**config.mk**
```make
export PLATFORM = sky130hd
export DESIGN_NAME = checksum_verifier
export DESIGN_NICKNAME = d
export VERILOG_FILES = /design/src/rtl/checksum_verifier.sv
export SDC_FILE = /design/constraint.sdc
export NUM_CORES = 1
export LEC_CHECK = 0
export ABC_AREA = 1
export CAP_MARGIN = 0
export CORE_MARGIN = 5
export CORE_UTILIZATION = 50
export CTS_CLUSTER_SIZE = 28
export DETAILED_ROUTE_END_ITERATION = 7
export GPL_TIMING_DRIVEN = 0
export PLACE_DENSITY_LB_ADDON = 0.25
export SYNTH_ARGS = -nofsm -noshare
export SYNTH_HDL_FRONTEND = slang
export SYNTH_SLANG_ARGS = --single-unit
```
**constraint.sdc**
```tcl
create_clock -name clk -period 18.9 [get_ports clk]
set_input_delay 4.725 -clock clk [delete_from_list [all_inputs] [get_ports clk]]
set_output_delay 4.725 -clock clk [all_outputs]
set_load 0.05 [all_outputs]
```
**src/rtl/checksum_verifier.sv**
```systemverilog
// -----------------------------------------------------------------------------
// checksum_verifier
//
// Receive-side Internet checksum check. Accumulates the 16-bit one's complement
// sum of a received IP/UDP/TCP segment, including its transmitted checksum
// field, one beat per cycle. At end of packet it presents the folded sum and a
// pass flag (sum == 0xFFFF) and holds them until the parser takes them.
//
// Optional feature macro: CHECKSUM_VERIFIER_STATS_EN
//   When defined, adds saturating packet / error counters (pkt_count,
//   err_count). When undefined those ports and counters do not exist.
//
// Parameters:
//   DATA_WIDTH  input word width, multiple of 16, 16..128
//   CNT_WIDTH   statistics counter width (used only with the stats feature)
//
// Ports:
//   clk        clock
//   reset      synchronous, active-high reset
//   in_data    packet word, first byte in the MSBs (network order)
//   in_keep    byte enables; in_keep[j] qualifies in_data[8j+7:8j], so the
//              MSB of in_keep belongs to the first byte on the wire
//   in_valid   in_data / in_keep / in_last valid
//   in_last    final beat of the packet
//   in_ready   beat accepted when in_valid && in_ready (high while accumulating)
//   res_valid  result available
//   res_ok     1 = checksum correct
//   res_sum    final folded one's complement sum
//   res_ready  result consumed when res_valid && res_ready
//   pkt_count  (stats only) results handed over, saturating
//   err_count  (stats only) results handed over with res_ok = 0, saturating
// -----------------------------------------------------------------------------
module checksum_verifier #(
    parameter int DATA_WIDTH = 32,
    parameter int CNT_WIDTH  = 16
) (
    input  logic                    clk,
    input  logic                    reset,
    input  logic [DATA_WIDTH-1:0]   in_data,
    input  logic [DATA_WIDTH/8-1:0] in_keep,
    input  logic                    in_valid,
    input  logic                    in_last,
    output logic                    in_ready,
    output logic                    res_valid,
    output logic                    res_ok,
    output logic [15:0]             res_sum,
    input  logic                    res_ready
`ifdef CHECKSUM_VERIFIER_STATS_EN
    ,
    output logic [CNT_WIDTH-1:0]    pkt_count,
    output logic [CNT_WIDTH-1:0]    err_count
`endif
);

    localparam int NUM_BYTES = DATA_WIDTH / 8;
    localparam int NUM_LANES = DATA_WIDTH / 16;
    // Wide enough for the accumulator plus every lane without overflow.
    localparam int SUM_W     = 16 + $clog2(NUM_LANES + 1);

    if (DATA_WIDTH % 16 != 0 || DATA_WIDTH < 16 || DATA_WIDTH > 128 || CNT_WIDTH < 1)
    begin : g_param_check
        $error("checksum_verifier: unsupported parameter value");
    end

    typedef enum logic {
        ACCUM  = 1'b0,
        RESULT = 1'b1
    } state_t;

    state_t      state_q, state_d;
    logic [15:0] acc_q, acc_d;
    logic [15:0] res_sum_q, res_sum_d;
    logic        res_ok_q, res_ok_d;

    // -------------------------------------------------------------------------
    // Beat sum: mask disabled bytes, add all lanes to the accumulator, then
    // fold twice. A dropped odd trailing byte leaves its partner zero-padded in
    // the low half of the lane, as RFC 1071 requires.
    // -------------------------------------------------------------------------
    logic [DATA_WIDTH-1:0] masked_data;
    logic [SUM_W-1:0]      beat_sum;
    logic [16:0]           fold1;
    logic [15:0]           acc_new;

    always_comb begin
        // NOTE: every variable assigned in always_comb gets a default first so
        // no path can leave it holding its old value (which would infer a latch).
        masked_data = '0;
        for (int b = 0; b < NUM_BYTES; b++) begin
            masked_data[8*b +: 8] = in_data[8*b +: 8] & {8{in_keep[b]}};
        end

        beat_sum = SUM_W'(acc_q);
        for (int k = 0; k < NUM_LANES; k++) begin
            beat_sum = beat_sum + SUM_W'(masked_data[DATA_WIDTH-1-16*k -: 16]);
        end

        // First fold leaves at most 0xFFFF + a few carries (17 bits); when bit
        // 16 is set the low half is tiny, so the second fold cannot overflow.
        fold1   = {1'b0, beat_sum[15:0]} + 17'(beat_sum[SUM_W-1:16]);
        acc_new = fold1[15:0] + 16'(fold1[16]);
    end

    // -------------------------------------------------------------------------
    // Control: ACCUM takes beats, RESULT holds the verdict until handed over.
    // Input beats are ignored in RESULT because in_ready is low there.
    // -------------------------------------------------------------------------
    always_comb begin
        state_d   = state_q;
        acc_d     = acc_q;
        res_sum_d = res_sum_q;
        res_ok_d  = res_ok_q;

        case (state_q)
            ACCUM: begin
                if (in_valid) begin
                    acc_d = acc_new;
                    if (in_last) begin
                        res_sum_d = acc_new;
                        res_ok_d  = (acc_new == 16'hFFFF);
                        state_d   = RESULT;
                    end
                end
            end
            RESULT: begin
                if (res_ready) begin
                    acc_d   = '0;
                    state_d = ACCUM;
                end
            end
            default: state_d = ACCUM;
        endcase
    end

    always_ff @(posedge clk) begin
        // NOTE: state registers use non-blocking assignments so every flop
        // samples the pre-edge values, independent of statement order.
        if (reset) begin
            state_q   <= ACCUM;
            acc_q     <= '0;
            res_sum_q <= '0;
            res_ok_q  <= 1'b0;
        end else begin
            state_q   <= state_d;
            acc_q     <= acc_d;
            res_sum_q <= res_sum_d;
            res_ok_q  <= res_ok_d;
        end
    end

    // Handshake flags decode straight from the registered state.
    assign in_ready  = (state_q == ACCUM);
    assign res_valid = (state_q == RESULT);
    assign res_sum   = res_sum_q;
    assign res_ok    = res_ok_q;

`ifdef CHECKSUM_VERIFIER_STATS_EN
    // -------------------------------------------------------------------------
    // Statistics: counted on the result handshake, saturating at all-ones.
    // -------------------------------------------------------------------------
    logic [CNT_WIDTH-1:0] pkt_count_q, pkt_count_d;
    logic [CNT_WIDTH-1:0] err_count_q, err_count_d;
    logic                 res_handshake;

    assign res_handshake = (state_q == RESULT) && res_ready;

    always_comb begin
        pkt_count_d = pkt_count_q;
        err_count_d = err_count_q;
        if (res_handshake) begin
            if (pkt_count_q != '1) begin
                pkt_count_d = pkt_count_q + 1'b1;
            end
            if (!res_ok_q && err_count_q != '1) begin
                err_count_d = err_count_q + 1'b1;
            end
        end
    end

    always_ff @(posedge clk) begin
        if (reset) begin
            pkt_count_q <= '0;
            err_count_q <= '0;
        end else begin
            pkt_count_q <= pkt_count_d;
            err_count_q <= err_count_d;
        end
    end

    assign pkt_count = pkt_count_q;
    assign err_count = err_count_q;
`endif

endmodule

```
==> impl_metrics.toml, run 1 <==
[cts]
cts-root-buf = "clkbuf_8"
cts_buffer_depth = 2
cts.sinks = 34
insertion_delay_ns = 0.29
htreeDepth = 2
cts_resized = 0
cts_hold_buffers = 0
postCtsSetupBuffers = 0
numCtsBuffers = 5
cts.reportedPaths.clkPinSlew_ns = 0.07
tritoncts = "done"

[timing]
drv_slew = 0
fin_ws_ns = 7.856
worst_pin_slew_ns = 0.6805
tns_ns = 0
rsz0062_at_grt = "false"
finClkSkew_ns = 0.007656
hold_viol = 0
timing.final.crit_share = 0.5843
slew_headroom = 0.5423
setup_viol = 0
fmax_ghz = 0.09055
period_needed_ns = 11.04

[flow_run]
cap_violations = 0

[floorplan]
io_pins = 60
coreArea_um2 = 7214
rows = 31
start_util = 0.5130
dieHeight_um = 96.04
die_w_um = 96.04
dieArea_um2 = 9223

[place]
port-buffer-count = 55
dpl.hpwl_mm = 7.742
place_inst = 750
pre_cts_ws_ns = 7.607
gp_congestion = 0.8737
placement.cell_area_um2 = 4375

[logic_synthesis]
yosys_warnings = 0
yosys-top-cells-count = "184 x nand2_1, 87 x inv_1, 48 x nand3_1, 47 x nor2_1, 35 x a21oi_1"
synthArstFlopShare = 0
syn-num-nets = 674
synth_top_cell_by_area = "nand2_1"
synth_most_common_cell = "nand2_1"
ys_seq_area_frac = 0.1839
ys_ff_latch = 34
synth_top_area_share = 0.1866
ys_types = 32
synth_area_per_cell_um2 = 6.210
synth_edf_count = 0
syn_inst = 596
yosys_most_used_dff = "dfxtp_1"
ys_top_cells_by_area = "nand2_1 19%, dfxtp_1 18%, fa_1 9.7%, inv_1 8.8%, nand3_1 6.5%"
syn_area_um2 = 3701

[power_and_ir_drop]
comb_power_share = 0.609
power_frac_clock = 0.150
totalPowerFinal_mw = 0.3688
power_switching_mw = 0.1822
power_frac_seq = 0.241
peakVddDrop_mv = 0.05614
power_density_nw_per_um2 = 82.57
p_int_mw = 0.1867
p_leak_nw = 2.324
swShare = 0.4939

[critical_path]
critPathKind = "in -> reg"
reg2regPathDepth = 39
crit_path_end_kind = "register"
worst_setup_path_start_kind = "primary input"
crit_path_frequent_cell = "nand2_1"
worst_ep_arrival_time_ns = 11.26
cp_top_family = "simple AND/OR/NAND/NOR gates"
cp_num_buf_inv = 3
cp_num_cells = 40
cp_max_fo = 4
required_ns = 19.11
crit_path_top_delay_cell = "a21boi_0"
max_stage_delay_ns = 0.54

[layout]
antenna_cells = 0
fin_nets = 736
fin_cells = 758
area_growth_pct = 20.69
final_layout_size_suffix_gt1_frac = 0.1199
final_cell_area_um2 = 4467

[drt]
drc = 0
firstDrtPassIters = 4
via_per_inst = 4.989
avgRoutedWirePerCell_um = 12.25
vias = 3782
drtAntennaViolNets = 0
drt_iter0_drc = 173
routed_wl_mm = 9.286

[global_routing]
grt.total_usage = 0.2198
grt_pass1_wl_mm = 16.33
grt_max_degree = 11
grt_pass1_vias = 3799
antenna_found_initial = 0
overflow = 0

[run_status]
status = "completed"

[hold_path]
hold_class = "reg -> reg"
worstHoldPathCells = 2
-- worst paths after layout --
kind | slack, ns | start | to
worst max-delay path | 7.86 | in_data[1] | res_ok$_SDFFE_PP0P_
worst min-delay path | 0.47 | acc_q[1]$_SDFFE_PP0P_ | acc_q[1]$_SDFFE_PP0P_
worst max register to register | 12.42 | acc_q[1]$_SDFFE_PP0P_ | res_ok$_SDFFE_PP0P_
worst min register to register | 0.47 | acc_q[1]$_SDFFE_PP0P_ | acc_q[1]$_SDFFE_PP0P_
-- layout by cell type, fill, tap and decap left out, types with 6 or more instances in the layout --
cell,netlist,routed
nand2_1,184,184
inv_1,87,87
clkdlybuf4s50_1,0,55
nand3_1,48,48
nor2_1,47,47
a21oi_1,35,35
dfxtp_1,34,34
nand2_2,27,27
ha_1,19,19
fa_1,18,18
o21ai_0,16,16
clkbuf_1,10,11
nand4_1,10,10
nor2_2,10,10
nand3_2,10,10
inv_2,8,8
nor2_4,6,6
clkbuf_8,0,6
-- cell families (layout without fill, tap and decap cells) --
logic type / Yosys count / after routing / synth area share
AO/OA/AOI/OAI: 61 / 61 / 0.08790
buffers and inverters: 109 / 172 / 0.1132
XOR/XNOR: 4 / 4 / 0.009468
flip-flops: 34 / 34 / 0.1839
adder cells (fa/ha/maj): 37 / 37 / 0.1616
AND/OR/NAND/NOR: 351 / 351 / 0.4439
-- power by group through the flow --
| stage | registers [mW] | clock network, mW | logic [mW] |
|---|---|---|---|
| finish | 0.0888 | 0.0554 | 0.225 |
| global route | 0.0897 | 0.0603 | 0.255 |
| CTS | 0.0887 | 0.0569 | 0.224 |
| detailed placement | 0.0902 | 0 | 0.222 |
| global placement | 0.0900 | 0 | 0.217 |
| floorplan | 0.0987 | 0 | 0.162 |
-- metrics by stage --
stage          hold slack, ns  utilization
5_1_grt                0.4974       0.6191
4_1_cts                0.4739       0.6191
2_1_floorplan          0.4410            -
3_5_place_dp           0.4625       0.6065
3_3_place_gp           0.4640       0.6065
6_report               0.4727       0.6191
-- metal layers --
layer	wire, um	up-vias	global-route usage	share of wire
met3	305	19	0.02737	0.033
met1	4457	1715	0.2889	0.48
met5	0	-	0	0
met2	4265	69	0.3640	0.46
li1	-	1979	-	-
met4	257	0	0.08768	0.028
-- final cells by class --
type / count / area [um^2]
Timing Repair Buffer: 55 / 550.5
Clock inverter: 1 / 5.005
Clock buffer: 7 / 86.33
Fill cell: 697 / 2748
Multi-Input combinational cell: 453 / 2601
Buffer: 12 / 53.80
Inverter: 97 / 365.4
Tap cell: 99 / 123.9
Sequential cell: 34 / 680.7
-- worst register-to-register path, delay by kind of cell (launching register included) --
family	cells	cell delay [ns]
AND/OR/NAND/NOR	28	3.31
flip-flops	1	0.34
AO/OA/AOI/OAI	3	0.84
buffers and inverters	3	0.23
adder cells (fa/ha/maj)	5	1.68
-- registers in the layout (all words and copies together) (netlist names) --
name	cells
res_valid	1
acc_q	16
res_ok	1
res_sum	16
Power figures use the tool's default switching activity.
==> inputs of run 2 (changes only) <==
==> constraint.sdc (replaced) <==
create_clock -name clk -period 11.1 [get_ports clk]
set_input_delay 2.775 -clock clk [delete_from_list [all_inputs] [get_ports clk]]
set_output_delay 2.775 -clock clk [all_outputs]
set_load 0.05 [all_outputs]
==> results of run 2 <==
Same layout as run 1 (identical final DEF). Status: completed.
Main changes from that run: setup slack after placement 7.607 ns -> 1.757 ns; setup slack after layout 7.856 ns -> 2.006 ns; register-to-register setup slack 12.42 ns -> 4.62 ns; total power 0.3688 mW -> 0.6280 mW; worst IR drop on VDD 0.05614 mV -> 0.09559 mV
